--- config.mk ---
export PLATFORM = sky130hd
export DESIGN_NAME = draw_scheduler
export DESIGN_NICKNAME = d
export VERILOG_FILES = /design/src/rtl/draw_pkg.sv /design/src/rtl/draw_scheduler_pixel_stage.sv /design/src/rtl/draw_scheduler.sv
export SDC_FILE = /design/constraint.sdc
export NUM_CORES = 1
export LEC_CHECK = 0
export ABC_AREA = 1
export BUFFER_PORTS_ARGS = -buffer_cell sky130_fd_sc_hd__buf_2
export CAP_MARGIN = 10
export CORE_AREA = 3 3 156 113
export CTS_BUF_LIST = sky130_fd_sc_hd__clkbuf_16
export DETAILED_ROUTE_END_ITERATION = 12
export DIE_AREA = 0 0 159 116
export GPL_TIMING_DRIVEN = 1
export HOLD_SLACK_MARGIN = 0.12
export PLACE_DENSITY = 0.48
export SYNTH_ARGS = -nofsm -noshare
export SYNTH_HDL_FRONTEND = slang
export SYNTH_HIERARCHICAL = 1
export SYNTH_SLANG_ARGS = --single-unit
--- constraint.sdc ---
create_clock -name clk -period 3.4 [get_ports clk]
set_input_delay 0.51 -clock clk [delete_from_list [all_inputs] [get_ports clk]]
set_output_delay 0.51 -clock clk [all_outputs]
set_load 0.05 [all_outputs]
--- src/rtl/draw_pkg.sv ---
// Shared types and constants for the frame draw scheduler and its pixel pipeline.
package draw_pkg;
  localparam int COLOR_W   = 7;
  localparam int X_W       = 9;
  localparam int Y_W       = 8;
  localparam int FB_ADDR_W = 17;
  localparam int SCREEN_W  = 320;
  localparam int SCREEN_H  = 240;
  localparam logic [COLOR_W-1:0] TRANSPARENT = 7'h7F;

  typedef enum logic [1:0] {
    ST_IDLE   = 2'd0,
    ST_LAUNCH = 2'd1,
    ST_RUN    = 2'd2,
    ST_FINISH = 2'd3
  } sched_state_e;

  // Row-major word address for a 320-wide surface: Y*256 + Y*64 + X.
  function automatic logic [FB_ADDR_W-1:0] pixel_addr(input logic [X_W-1:0] x,
                                                      input logic [Y_W-1:0] y);
    logic [FB_ADDR_W-1:0] yy;
    logic [FB_ADDR_W-1:0] xx;
    yy = {{(FB_ADDR_W-Y_W){1'b0}}, y};
    xx = {{(FB_ADDR_W-X_W){1'b0}}, x};
    return (yy << 8) + (yy << 6) + xx;
  endfunction
endpackage

--- src/rtl/draw_scheduler_pixel_stage.sv ---
// Per-pixel clip/transparency filter, address generation and the framebuffer write register.
module pixel_stage
  import draw_pkg::*;
#(
  parameter int                 SCREEN_W    = draw_pkg::SCREEN_W,
  parameter int                 SCREEN_H    = draw_pkg::SCREEN_H,
  parameter logic [COLOR_W-1:0] TRANSPARENT = draw_pkg::TRANSPARENT
) (
  input  logic                 clk,
  input  logic                 reset,
  input  logic                 valid,
  input  logic [X_W-1:0]       x,
  input  logic [Y_W-1:0]       y,
  input  logic [COLOR_W-1:0]   color,
  output logic                 fb_we,
  output logic [FB_ADDR_W-1:0] fb_addr,
  output logic [COLOR_W-1:0]   fb_data
);
  localparam logic [X_W-1:0] X_LIM = X_W'(SCREEN_W);
  localparam logic [Y_W-1:0] Y_LIM = Y_W'(SCREEN_H);

  logic                 accept_s;
  logic [FB_ADDR_W-1:0] addr_s;

  // Accept decision and address for the candidate pixel.
  always_comb begin
    accept_s = 1'b0;
    addr_s   = pixel_addr(x, y);
    if (valid && (color != TRANSPARENT) && (x < X_LIM) && (y < Y_LIM)) begin
      accept_s = 1'b1;
    end else begin
      accept_s = 1'b0;
    end
  end

  // Output register; reset also cancels a write still in flight.
  always_ff @(posedge clk) begin
    if (reset) begin
      fb_we   <= 1'b0;
      fb_addr <= '0;
      fb_data <= '0;
    end else begin
      fb_we <= accept_s;
      if (accept_s) begin
        fb_addr <= addr_s;
        fb_data <= color;
      end
    end
  end
endmodule

--- src/rtl/draw_scheduler.sv ---
// Frame-level scheduler: launches drawing clients in turn, forwards their pixels to the
// pixel stage, guards each client with a watchdog and manages double-buffer flags.
module draw_scheduler
  import draw_pkg::*;
#(
  parameter int                 NUM_CLIENTS = 4,
  parameter int                 SCREEN_W    = draw_pkg::SCREEN_W,
  parameter int                 SCREEN_H    = draw_pkg::SCREEN_H,
  parameter logic [COLOR_W-1:0] TRANSPARENT = draw_pkg::TRANSPARENT,
  parameter int                 TIMEOUT     = 131072
) (
  input  logic                                clk,
  input  logic                                reset,
  input  logic                                frame_start,
  input  logic [NUM_CLIENTS-1:0][X_W-1:0]     client_X,
  input  logic [NUM_CLIENTS-1:0][Y_W-1:0]     client_Y,
  input  logic [NUM_CLIENTS-1:0][COLOR_W-1:0] client_color,
  input  logic [NUM_CLIENTS-1:0]              client_done,
  output logic [NUM_CLIENTS-1:0]              client_start,
  output logic [FB_ADDR_W-1:0]                fb_addr,
  output logic [COLOR_W-1:0]                  fb_data,
  output logic                                fb_we,
  output logic                                draw_buf,
  output logic                                disp_buf,
  output logic                                busy,
  output logic                                frame_done,
  output logic                                overrun,
  output logic                                timeout_err
);
  localparam int IDX_W = (NUM_CLIENTS > 1) ? $clog2(NUM_CLIENTS) : 1;
  localparam int WD_W  = $clog2(TIMEOUT) + 1;
  localparam logic [IDX_W-1:0]       LAST_IDX = IDX_W'(NUM_CLIENTS - 1);
  localparam logic [WD_W-1:0]        WD_LIMIT = WD_W'(TIMEOUT - 1);
  localparam logic [NUM_CLIENTS-1:0] ONE_HOT0 = NUM_CLIENTS'(1);

  sched_state_e     state_r;
  logic [IDX_W-1:0] idx_r;
  logic [WD_W-1:0]  wd_r;
  logic             swap_pending_r;
  logic             draw_buf_r;

  logic               sel_done_s;
  logic               wd_hit_s;
  logic               pix_valid_s;
  logic [X_W-1:0]     sel_x_s;
  logic [Y_W-1:0]     sel_y_s;
  logic [COLOR_W-1:0] sel_color_s;

  // Select the active client's lane; other clients' done lines are never looked at.
  always_comb begin
    sel_x_s     = client_X[idx_r];
    sel_y_s     = client_Y[idx_r];
    sel_color_s = client_color[idx_r];
    sel_done_s  = client_done[idx_r];
    wd_hit_s    = (state_r == ST_RUN) && (wd_r == WD_LIMIT);
    pix_valid_s = (state_r == ST_RUN) && !sel_done_s && !wd_hit_s;
  end

  // Scheduler FSM with registered strobes and buffer flags.
  always_ff @(posedge clk) begin
    if (reset) begin
      state_r        <= ST_IDLE;
      idx_r          <= '0;
      wd_r           <= '0;
      swap_pending_r <= 1'b0;
      draw_buf_r     <= 1'b0;
      client_start   <= '0;
      busy           <= 1'b0;
      frame_done     <= 1'b0;
      overrun        <= 1'b0;
      timeout_err    <= 1'b0;
    end else begin
      client_start <= '0;
      frame_done   <= 1'b0;
      timeout_err  <= 1'b0;
      overrun      <= frame_start && (state_r != ST_IDLE);
      case (state_r)
        ST_IDLE: begin
          if (frame_start) begin
            if (swap_pending_r) begin
              draw_buf_r <= ~draw_buf_r;
            end
            swap_pending_r <= 1'b0;
            idx_r          <= '0;
            client_start   <= ONE_HOT0;
            busy           <= 1'b1;
            state_r        <= ST_LAUNCH;
          end
        end
        ST_LAUNCH: begin
          wd_r    <= '0;
          state_r <= ST_RUN;
        end
        ST_RUN: begin
          wd_r <= wd_r + WD_W'(1);
          if (sel_done_s || wd_hit_s) begin
            // A done arriving on the watchdog's last cycle counts as a normal completion.
            timeout_err <= wd_hit_s && !sel_done_s;
            if (idx_r == LAST_IDX) begin
              frame_done <= 1'b1;
              state_r    <= ST_FINISH;
            end else begin
              idx_r        <= idx_r + IDX_W'(1);
              client_start <= ONE_HOT0 << (idx_r + IDX_W'(1));
              state_r      <= ST_LAUNCH;
            end
          end
        end
        ST_FINISH: begin
          swap_pending_r <= 1'b1;
          busy           <= 1'b0;
          state_r        <= ST_IDLE;
        end
        default: begin
          state_r <= ST_IDLE;
        end
      endcase
    end
  end

  assign draw_buf = draw_buf_r;
  assign disp_buf = ~draw_buf_r;

  pixel_stage #(
    .SCREEN_W   (SCREEN_W),
    .SCREEN_H   (SCREEN_H),
    .TRANSPARENT(TRANSPARENT)
  ) u_pixel_stage (
    .clk    (clk),
    .reset  (reset),
    .valid  (pix_valid_s),
    .x      (sel_x_s),
    .y      (sel_y_s),
    .color  (sel_color_s),
    .fb_we  (fb_we),
    .fb_addr(fb_addr),
    .fb_data(fb_data)
  );
endmodule

**Word-level counts from Yosys, hierarchy flattened**

Cells that the tools add are included.

- Output and inout port bits: 35
- Memories kept: 0
- Memory bits (writable): 0
- Flip-flop bits (word level): 57
- Bits in read-only memories: 0
- Input bits: 103
- Bits in latches: 0

- Magnitude comparators: 3
- Add/subtract/negate cells: 4
- Eq/ne operators: 9
- Mux-type cells: 27
- Shift operators: 1
- Reductions and logical operators: 21
- Multiply operators: 0
- Div/mod/pow operators: 0
- Bitwise gates (word level): 3

Operator list:

| cell | count |
|---|---|
| 18-bit one-hot mux with 2 select lines | 1 |
| 18-bit by 1-bit adder with 18-bit output (second input constant) | 1 |
| 9-bit binary-select mux with 2-bit select | 1 |
| 18-bit by 17-bit equality test with 1-bit output (second input constant) | 1 |
| 16-bit by 14-bit adder with 17-bit output | 1 |
| 17-bit by 9-bit adder with 17-bit output | 1 |
| 8-bit binary-select mux with 2-bit select | 1 |
| 7-bit binary-select mux with 2-bit select | 1 |
| 2-bit two-way mux | 6 |
| 9-bit < comparator (second input constant) | 1 |
| 9-bit two-way mux | 1 |
| 1-bit logical AND | 8 |
| 8-bit < comparator (second input constant) | 1 |
| 4-bit two-way mux | 2 |
| 8-bit two-way mux | 1 |
| 2-bit one-hot mux with 4 select lines | 1 |
| 4-bit one-hot mux with 2 select lines | 1 |
| 2-bit nonzero test | 4 |
| 7-bit two-way mux | 1 |
| 7-bit inequality test (second input constant) | 1 |
| 2-bit equality test (second input constant) | 3 |
| 1-bit two-way mux | 6 |
| 2-bit inequality test (second input constant) | 2 |
| 1-bit one-hot mux with 2 select lines | 2 |
| other kinds (15) | 19 |

**Longest topological paths before layout**

Gate-level depths: netlist of run 1.

- Depth after elaboration: 9
- Depth in mapped cells: 15
- Mapped depth without buffers: 14

**Cells and area by module**

The synthesis of run 1 kept the hierarchy.

By module, submodules not included:

| module | cells each | area an instance (um^2) | times used |
|---|---|---|---|
| draw_scheduler | 358 | 2223.4 | 1 |
| pixel_stage | 210 | 1481.4 | 1 |

**Worst setup path before layout of run 1**

No wires, ideal clock.

- Path kind: register -> register
- From: reg idx_r[0]
- To: reg u_pixel_stage.fb_addr[15]
- Arrival: 2608 ps
- Slack: 683 ps
- Clock period less this slack: 2717 ps
- Cell stages (with the launch flop): 15
- Required time: 3291 ps
- Cells stage by stage: dfxtp_1 -> clkbuf_1 -> buf_2 -> nor2_1 -> o22ai_1 -> fa_1 -> fa_1 -> nand2_1 -> nand2_1 -> nand3_1 -> nand2_1 -> nand2_1 -> nand3_1 -> nand2_1 -> inv_1

RTL lines:

| element | RTL line | text |
|---|---|---|
| start, declared | draw_scheduler.sv:37 | `logic [IDX_W-1:0] idx_r;` |
| start signal, assigned | draw_scheduler.sv:103 | `idx_r <= idx_r + IDX_W'(1);` |
| 8-bit binary-select mux with 2-bit select (*) | draw_scheduler.sv:52 | `sel_y_s = client_Y[idx_r];` |
| 8-bit two-way mux (implied by the code) (*) | draw_scheduler.sv:52 |  |
| named net sel_y_s[2] | draw_scheduler.sv:46 | `logic [Y_W-1:0] sel_y_s;` |
| parallel branches: the longest is 3 deep, another holds 16-bit by 14-bit adder with 17-bit output | -- |  |
| end signal, assigned | draw_scheduler_pixel_stage.sv:45 | `fb_addr <= addr_s;` |
| end, declared | draw_scheduler_pixel_stage.sv:16 | `output logic [FB_ADDR_W-1:0] fb_addr,` |

Mark *: on every way through the listed nets, which the timed path passes. The select of a mux whose other input is x is not followed.
A chain may end at the register's enable or synchronous reset.

**Worst setup path after layout of run 1**

Ends and elaborated chain as after synthesis.

==> reports/metrics.cfg, run 1 <==
[floorplan]
core_sq_um=16200
die_h_um=116
rows=39
die_w_um=159
start_util=0.229
io_pins=138
dieArea_sq_um=18400

[place]
dp.cells=918
pre_cts_ws_ps=548
gp_congestion=0.860
dp_hpwl_mm=9.73
dpl_cell_area_sq_um=4640
port-buffer-count=137

[synth]
netlist_instances=568
synth_top_cell_by_area=dfxtp_1
synth.distinct_cells=35
yosysMostFrequentCell=nand2_1
synth_area_leaders=dfxtp_1 (31%), nand2_1 (12%), o21ai_0 (8.9%)
synth.mux.area_fraction=0
yosys_warnings=6
syn_area_sq_um=3700
synth_commonest_cells=nand2_1 (120), nor2_1 (87), o21ai_0 (66)
syn-num-nets=697
synthSimpleGateAreaFrac=0.307
synthArstFlopShare=0
yosysSeqAreaShare=0.308
synth_compound_area_frac=0.195
synth_edf_count=0
syn_avg_cell_area_sq_um=6.52
ys.flop_type=dfxtp_1
netlist.area_leader.share=0.308
synth_top_family_by_area=simple AND/OR/NAND/NOR gates
synth-seq-cells=57
yosys.area_share.adder=0.0919
yosys.area_share.xor_xnor=0.00709

[sta]
worst_slack_ps=514
slew_headroom=0.586
hold_ws_ps=440
setup_viol=0
worst_slew_pin_slew_ps=620
timing.fmax_mhz=347
slew_viol_final=0
tns_ps=0
post-route-period-util=0.849
finalHoldViolCount=0
min_period_ps=2890
clock_skew_ps=9.02
rsz0062_at_grt=no

[global_routing]
met1_usage=0.203
grt_remaining_overflow=0
antenna_found_initial=1
first_global_vias=3912
use_met3=0.0436
grt_busiest_layer=met1
grt_pass1_wl_mm=20.0
grt_max_degree=30
grt_use_met2=0.187
grtUsageTotal=0.137

[final_layout]
area_growth_pct=33.6
stdcell_count=934
drive_gt1_frac=0.258
final_nets=833
final_area_sq_um=4950
antenna_cells=0

[clocking]
htree_num_levels=3
cts_resized=0
tritoncts=built
cts_num_sinks=57
cts_buffers=9
holdBufCountCts=0
cts.reportedPaths.clkPinSlew_ps=50
clk_latency_ps=340
postCtsSetupBuffers=0
cts.path.max_buffers=2
cts_root_buffer=clkbuf_16

[worst_setup_path]
worst_setup_path_start_kind=flip-flop
critPathCaptureType=flip-flop
cp.required_ps=3630
crit_type=flip-flop to flip-flop
cp_max_fo=18
cp.arrival_ps=3120

[pwr]
p_per_area_nw_per_um2=738
peakVddDrop_mv=0.234
p_leak_nw=2.34

[drt]
routedWlPerCell_um=13.4
postRouteAntennaNets=0
vias=4103
post-route-drc-count=0
drtIter0Drc=293
routed_wl_mm=12.5
viasPerCell=4.39
drt_pass1_iterations=5

[status]
status=finished, final reports clean

[job]
cap_violations=0

[hold_path]
hold_path_class=primary input to flip-flop

## kinds of logic after synthesis
group                      count (synthesis)
adders and majority gates                 26
AOI/OAI and AO/OA                        135
buffers and inverters                     83
and+or+nand+nor                          264
xor gates and xnor gates                   3
DFF                                       57
## final timing paths
kind | startpoint | end | slack, ps | cells past startpoint
setup reg to reg | idx_r[0] | u_pixel_stage/fb_addr[15] | 510 | 13
hold / removal | frame_start | overrun | 440 | 3
hold reg to reg | wd_r[7] | wd_r[7] | 440 | 2
setup / recovery | idx_r[0] | u_pixel_stage/fb_addr[15] | 510 | 13
## where the power goes
group / internal, mW / switching [mW]
combinational: 0.687 / 1.24
sequential: 0.720 / 0.0459
clock: 0.634 / 0.324
total: 2.04 / 1.61
## layout make-up
cell class                      instances  area (sq um)
Clock buffer                            9           225
Fill cell                            1832         11200
Sequential cell                        57          1140
Timing Repair Buffer                  147           761
Multi-Input combinational cell        428          2220
Tap cell                              225           282
Clock inverter                          7          87.6
Inverter                               61           229
## state kept, by name (all words and copies together) (netlist names), 2 cells and up
register and cells:
state_r 2, u_pixel_stage/fb_data 7, idx_r 2, u_pixel_stage/fb_addr 17
wd_r 18, client_start 4
## metrics by stage
step | utilization | total power, mW
finish | 0.306 | 3.66
floorplan | - | 2.19
CTS | 0.306 | 3.68
detailed placement | 0.286 | 2.69
global route | 0.306 | 3.98
global placement | 0.286 | 2.72
## layer usage
metal  routed length (um)  part of all wire
met2                 4760              0.38
met5                   13            0.0010
met4                   91            0.0073
met1                 6870              0.55
met3                  789             0.063
## cell usage in the layout, fill, tap and decap left out, drive strengths merged, types with 2 or more instances in the layout
cell type / netlist / routed
nor3: 7 / 7
nand3: 29 / 29
o21ai: 68 / 68
ha: 24 / 24
clkbuf: 14 / 9
xor2: 2 / 2
nand4: 7 / 7
clkinvlp: 0 / 2
dfxtp: 57 / 57
bufinv: 0 / 2
inv: 60 / 62
a21oi: 38 / 38
a31oi: 2 / 2
o22ai: 24 / 24
nand2: 122 / 122
fa: 2 / 2
buf: 8 / 147
or2: 3 / 3
a22oi: 2 / 2
clkinv: 1 / 2
nor2: 93 / 93
## worst max-delay path, cell delays in order, from the launching register on
cell and delay [ps]:
dfxtp_2 500, buf_4 260, o21ai_0 110, o22ai_1 310
fa_1 500, fa_1 470, nand2_1 90, nand2_1 100
nand3_1 130, nand2_1 60, nand2_1 60, nand3_1 70
nand2_1 90, inv_1 40
Power figures use the tool's default switching activity.
==> run 2, diff against run 1 <==
clock period = 2.79 ns   (was 3.4 ns; I/O delays follow)
==> run 2 against run 1 <==
  * Combinational power grew 24%
  * Clock skew is essentially flat
  * Die area is the same
  * Count of clock-buffer cells in the layout is the same
  * Utilization grew 0.33 points
  * Clock power is essentially flat
  * Sequential power grew 21%
  * Largest cell class unchanged
  * Largest power group unchanged
==> reports/metrics.cfg, run 2 (same netlist as run 1, synthesis figures left out) <==
[global_routing]
grt_busiest_layer=met1
grt_use_met2=0.190  ; +0.00314
grt_remaining_overflow=0  ; unchanged
grt_max_degree=30  ; unchanged
first_global_vias=3840  ; -1.8%
grt_pass1_wl_mm=19.9  ; -0.48%
antenna_found_initial=1  ; unchanged
met1_usage=0.195  ; -0.00829
grtUsageTotal=0.134  ; -0.00314
use_met3=0.0457  ; +0.00214

[clocking]
cts_num_sinks=57  ; unchanged
cts.path.max_buffers=2  ; unchanged
cts_buffers=9  ; unchanged
cts.reportedPaths.clkPinSlew_ps=50  ; about the same
tritoncts=built
clk_latency_ps=330  ; about the same
cts_root_buffer=clkbuf_16
htree_num_levels=3  ; unchanged
holdBufCountCts=0  ; unchanged

[drt]
routedWlPerCell_um=12.9  ; -3.7%
drtIter0Drc=237  ; -19%
postRouteAntennaNets=0  ; unchanged
post-route-drc-count=0  ; unchanged
routed_wl_mm=12.2  ; -2.7%
drt_pass1_iterations=4  ; -1
vias=4088  ; -0.37%
viasPerCell=4.34  ; -1.3%

[final_layout]
seqCellArea_sq_um=1140  ; +0.22%
final_common_cell=buf_2
stdcell_count=943  ; +0.96%
final_util=0.309  ; +0.00332
final_nets=843  ; +1.2%
final_area_sq_um=5000  ; +1.1%
reg_top3=wd_r x18, u_pixel_stage/fb_addr x17, u_pixel_stage/fb_data x7
largest_reg_flops=18  ; unchanged
top_register=wd_r
fillCellCount=1858  ; +1.4%
area_growth_pct=35.1
multi_input_area_sq_um=2260  ; +1.7%
antenna_cells=0  ; unchanged
layout_common_cells=buf_2 (137), nand2_1 (120), nor2_1 (87)
drive_gt1_frac=0.274  ; +0.0163

[floorplan]
die_w_um=159  ; unchanged
die_h_um=116  ; unchanged
dieArea_sq_um=18400  ; unchanged
rows=39  ; unchanged
start_util=0.229  ; unchanged
io_pins=138  ; unchanged
core_sq_um=16200  ; unchanged

[place]
dpl_cell_area_sq_um=4690  ; +1.1%
gp_congestion=0.855  ; -0.57%
dp_hpwl_mm=9.69  ; -0.47%
dp.cells=925  ; +0.76%
port-buffer-count=137  ; unchanged

[sta]
slew_viol_final=0  ; unchanged
slew_headroom=0.615  ; +0.0298
post-route-period-util=0.918  ; +0.0690
hold_ws_ps=364  ; -75.4 ps
setup_viol=0  ; unchanged
min_period_ps=2560  ; -325 ps
worst_slew_pin_slew_ps=577  ; -43.3 ps
timing.fmax_mhz=391  ; +13%
finalHoldViolCount=0  ; unchanged
clock_skew_ps=8.66  ; -0.365 ps
tns_ps=0  ; unchanged

[job]
cap_violations=0  ; unchanged

[pwr]
peakVddDrop_mv=0.302  ; +29%
p_per_area_nw_per_um2=854  ; +16%
p_leak_nw=2.38  ; +1.7%

[worst_setup_path]
critPathCaptureType=flip-flop
cp.required_ps=3010  ; -620 ps
crit_type=flip-flop to flip-flop
worst_setup_path_start_kind=flip-flop
cp.arrival_ps=2780  ; -340 ps
cp_max_fo=10  ; -8

[status]
status=finished, final reports clean

[hold_path]
hold_path_class=primary input to flip-flop

==> run 2: final cells by class <==
type / instances / share of cell area
repair buffers: 157 / 0.167
multi-input cells: 428 / 0.452
inverters: 61 / 0.0458
well taps: 225 / 0.0562
flip-flops and latches: 57 / 0.229
clock inverters: 6 / 0.00525
clock buffers: 9 / 0.0450
==> run 2: final timing paths <==
| check | start | endpoint | slack, ps | cells past startpoint |
|---|---|---|---|---|
| worst max-delay path | idx_r[0] | u_pixel_stage/fb_addr[13] | 230 | 13 |
| worst max register to register | idx_r[0] | u_pixel_stage/fb_addr[13] | 230 | 13 |
| worst min register to register | wd_r[7] | wd_r[7] | 440 | 2 |
| worst min-delay path | frame_start | overrun | 360 | 3 |
==> run 2: critical path: stages, from the launching register on <==
cell and delay, ps:
dfxtp_4 370, buf_4 150, o21ai_0 200, o22ai_2 130, fa_1 540, fa_1 470
nand2_1 80, nand2_1 110, nand3b_1 120, nand2_1 60, nand2_1 50, nand3_1 60
nand2_1 80, inv_1 40
==> run 2: power by group <==
part           internal [mW]  leakage (nW)  switching (mW)
clock network          0.580         0.127           0.375
logic                  0.899          1.79            1.49
registers              0.880         0.462          0.0506
==> run 2: per-stage QoR <==
step,setup WS (ps),total power [mW]
floorplan,73.0,2.67
global route,-9.33,4.73
detailed placement,93.7,3.27
finish,229,4.28
CTS,87.1,4.26
global placement,153,3.31
==> run 2: what timing repair did <==
item | CTS | global route
endpoints found under the setup margin | 0 | 12
hold endpoints to repair | 0 | 0
resized for setup | 0 | 8
buffers inserted | 0 | 3
==> run 2: routing by layer <==
metal  share of wire  up-vias  routed length, um
met5          0.0011        -                 13
met4          0.0072        2                 88
met3           0.065        9                792
met2            0.39       96               4730
met1            0.54     1811               6560
li1                -     2170                  -
==> run 3, diff against run 2 <==
--- a/config.mk
+++ b/config.mk
@@ -10,2 +10,4 @@
 export CAP_MARGIN = 10
+export CELL_PAD_IN_SITES_DETAIL_PLACEMENT = 1
+export CELL_PAD_IN_SITES_GLOBAL_PLACEMENT = 2
 export CORE_AREA = 3 3 156 113
@@ -16,3 +18,3 @@
 export HOLD_SLACK_MARGIN = 0.12
-export PLACE_DENSITY = 0.48
+export PLACE_DENSITY = 0.81
 export SYNTH_ARGS = -nofsm -noshare
==> constraint.sdc (replaced) <==
create_clock -name clk -period 2.12 [get_ports clk]
set_input_delay 0.318 -clock clk [delete_from_list [all_inputs] [get_ports clk]]
set_output_delay 0.318 -clock clk [all_outputs]
set_load 0.01 [all_outputs]
==> run 3 against run 2 <==
  * The flow now finishes with violations (negative setup slack)
  * Design area is 13% higher
  * Wire length rose by 25%
  * Worst setup slack worse by 460 ps
  * First-iteration DRC count decreased by 23%
  * Sequential share of layout area shrank 2.5 points
  * Largest cell class unchanged
  * Utilization grew 3.9 points
  * Critical path depth unchanged
  * Clock skew shrank 1.8 ps
  * Critical path type unchanged
  * Sequential power is 34% higher
==> reports/metrics.cfg, run 3 (same netlist as run 1, synthesis figures left out) <==
[clocking]
holdBufCountCts=0  ; unchanged
tritoncts=built
htree_num_levels=3  ; unchanged
cts_buffers=9  ; unchanged
cts_num_sinks=57  ; unchanged
cts.path.max_buffers=2  ; unchanged
cts.reportedPaths.clkPinSlew_ps=50  ; about the same
cts_root_buffer=clkbuf_16
clk_latency_ps=330  ; about the same

[place]
port-buffer-count=137  ; unchanged
gp_congestion=0.848  ; -0.77%
dp.cells=955  ; +3.2%
dp_hpwl_mm=12.2  ; +25%
dpl_cell_area_sq_um=5080  ; +8.3%

[worst_setup_path]
worst_setup_path_start_kind=flip-flop
critPathCaptureType=flip-flop
crit_type=flip-flop to flip-flop
cp.arrival_ps=2570  ; -210 ps
cp_max_fo=5  ; -5
cp.required_ps=2340  ; -670 ps

[final_layout]
final_area_sq_um=5640  ; +13%
fillCellCount=2087  ; +12%
top_register=wd_r
reg_top3=wd_r x18, u_pixel_stage/fb_addr x17, u_pixel_stage/fb_data x7
final_util=0.348  ; +0.0394
stdcell_count=977  ; +3.6%
seqCellArea_sq_um=1150  ; +0.33%
drive_gt1_frac=0.368  ; +0.0940
layout_common_cells=buf_2 (137), nand2_1 (113), nor2_1 (79)
final_common_cell=buf_2
area_growth_pct=52.3
final_nets=876  ; +3.9%
largest_reg_flops=18  ; unchanged
antenna_cells=0  ; unchanged
multi_input_area_sq_um=2500  ; +11%

[hold_path]
hold_path_class=primary input to flip-flop

[sta]
timing.fmax_mhz=426  ; +9.1%
worst_slack_ps=-227  ; -456 ps
slew_headroom=0.689  ; +0.0738
finalHoldViolCount=0  ; unchanged
setup_viol=10  ; +10
hold_ws_ps=275  ; -89.0 ps
clock_skew_ps=6.87  ; -1.79 ps
slew_viol_final=0  ; unchanged
min_period_ps=2350  ; -214 ps
post-route-period-util=1.11  ; +0.189
rsz0062_at_grt=yes
worst_slew_pin_slew_ps=466  ; -111 ps

[pwr]
seq_power_share=0.176  ; -0.042
swShare=0.422  ; -0.0264
p_leak_nw=2.61  ; +9.7%
p_int_mw=4.09  ; +74%
clkPwrFrac=0.200  ; -0.023
p_sw_mw=2.99  ; +56%
pwr-share-comb=0.624  ; +0.065
p_per_area_nw_per_um2=1250  ; +47%
peakVddDrop_mv=0.477  ; +58%

[global_routing]
first_global_vias=4695  ; +22%
grt_max_degree=23  ; -23%
grt_pass1_wl_mm=23.8  ; +20%
grt_remaining_overflow=0  ; unchanged
grtUsageTotal=0.161  ; +0.0270
antenna_found_initial=1  ; unchanged

[floorplan]
die_w_um=159  ; unchanged
rows=39  ; unchanged
die_h_um=116  ; unchanged
core_sq_um=16200  ; unchanged
start_util=0.229  ; unchanged
dieArea_sq_um=18400  ; unchanged
io_pins=138  ; unchanged

[drt]
drt_pass1_iterations=4  ; unchanged
vias=4503  ; +10%
post-route-drc-count=0  ; unchanged
drtIter0Drc=182  ; -23%
routed_wl_mm=15.3  ; +25%
postRouteAntennaNets=0  ; unchanged
viasPerCell=4.61  ; +6.3%
routedWlPerCell_um=15.6  ; +21%

[job]
cap_violations=0  ; unchanged

[status]
violations=negative setup slack
status=finished, violations left

run 3: cell count changes in the layout (fill, tap and decap cells not counted), sizes merged:
cell	change
bufinv	+1
clkinvlp	+1
buf	+31
clkbuf	+2
clkinv	-2
inv	+1
run 3: worst paths after layout:
| path | from | endpoint | slack, ps | cells after the start |
|---|---|---|---|---|
| hold reg to reg | u_pixel_stage/fb_addr[8] | u_pixel_stage/fb_addr[8] | 460 | 2 |
| setup reg to reg | idx_r[0] | u_pixel_stage/fb_addr[13] | -230 | 13 |
| hold / removal | frame_start | overrun | 280 | 3 |
| setup / recovery | idx_r[0] | u_pixel_stage/fb_addr[13] | -230 | 13 |
run 3: what timing repair did:
item	4_1_cts	5_1_grt
cloned	0	2
setup buffers	0	4
pin swaps	0	15
setup endpoints to repair	25	24
resized for setup	14	43
run 3: power by group through the flow:
stage               clock [mW]  sequential (mW)  combinational (mW)
floorplan                    0             1.27                2.46
global placement             0             1.24                3.74
detailed placement           0             1.25                3.83
CTS                       1.46             1.23                3.92
global route              1.51             1.26                4.90
finish                    1.42             1.25                4.42
run 3: area by class of cell:
class / count / share of cell area
Tap cell: 225 / 0.0499
Clock buffer: 9 / 0.0399
Timing Repair Buffer: 190 / 0.210
Inverter: 61 / 0.0424
Multi-Input combinational cell: 428 / 0.444
Clock inverter: 7 / 0.0111
Sequential cell: 57 / 0.204
run 3: worst max-delay path, cell delays in order, from the launching register on:
cell,delay (ps)
dfxtp_4,430
buf_12,140
o21ai_2,60
o22ai_2,230
fa_1,500
fa_2,370
nand2_2,70
nand2_2,70
nand3b_1,100
nand2_1,60
nand2_1,50
nand3_1,60
nand2_1,60
inv_1,40
run 3: routing by layer:
metal | track usage | part of all wire
met3 | 0.0407 | 0.032
met1 | 0.193 | 0.46
met2 | 0.294 | 0.50
met5 | 0 | 0.0012
met4 | 0.0344 | 0.011
run 3: metrics by stage:
stage / total power, mW / setup TNS (ps) / setup WS [ps]
finish: 7.08 / -1420 / -227
global route: 7.68 / -4480 / -391
CTS: 6.61 / -1490 / -228
detailed placement: 5.08 / -3530 / -272
global placement: 4.98 / -2090 / -207
floorplan: 3.72 / -495 / -126
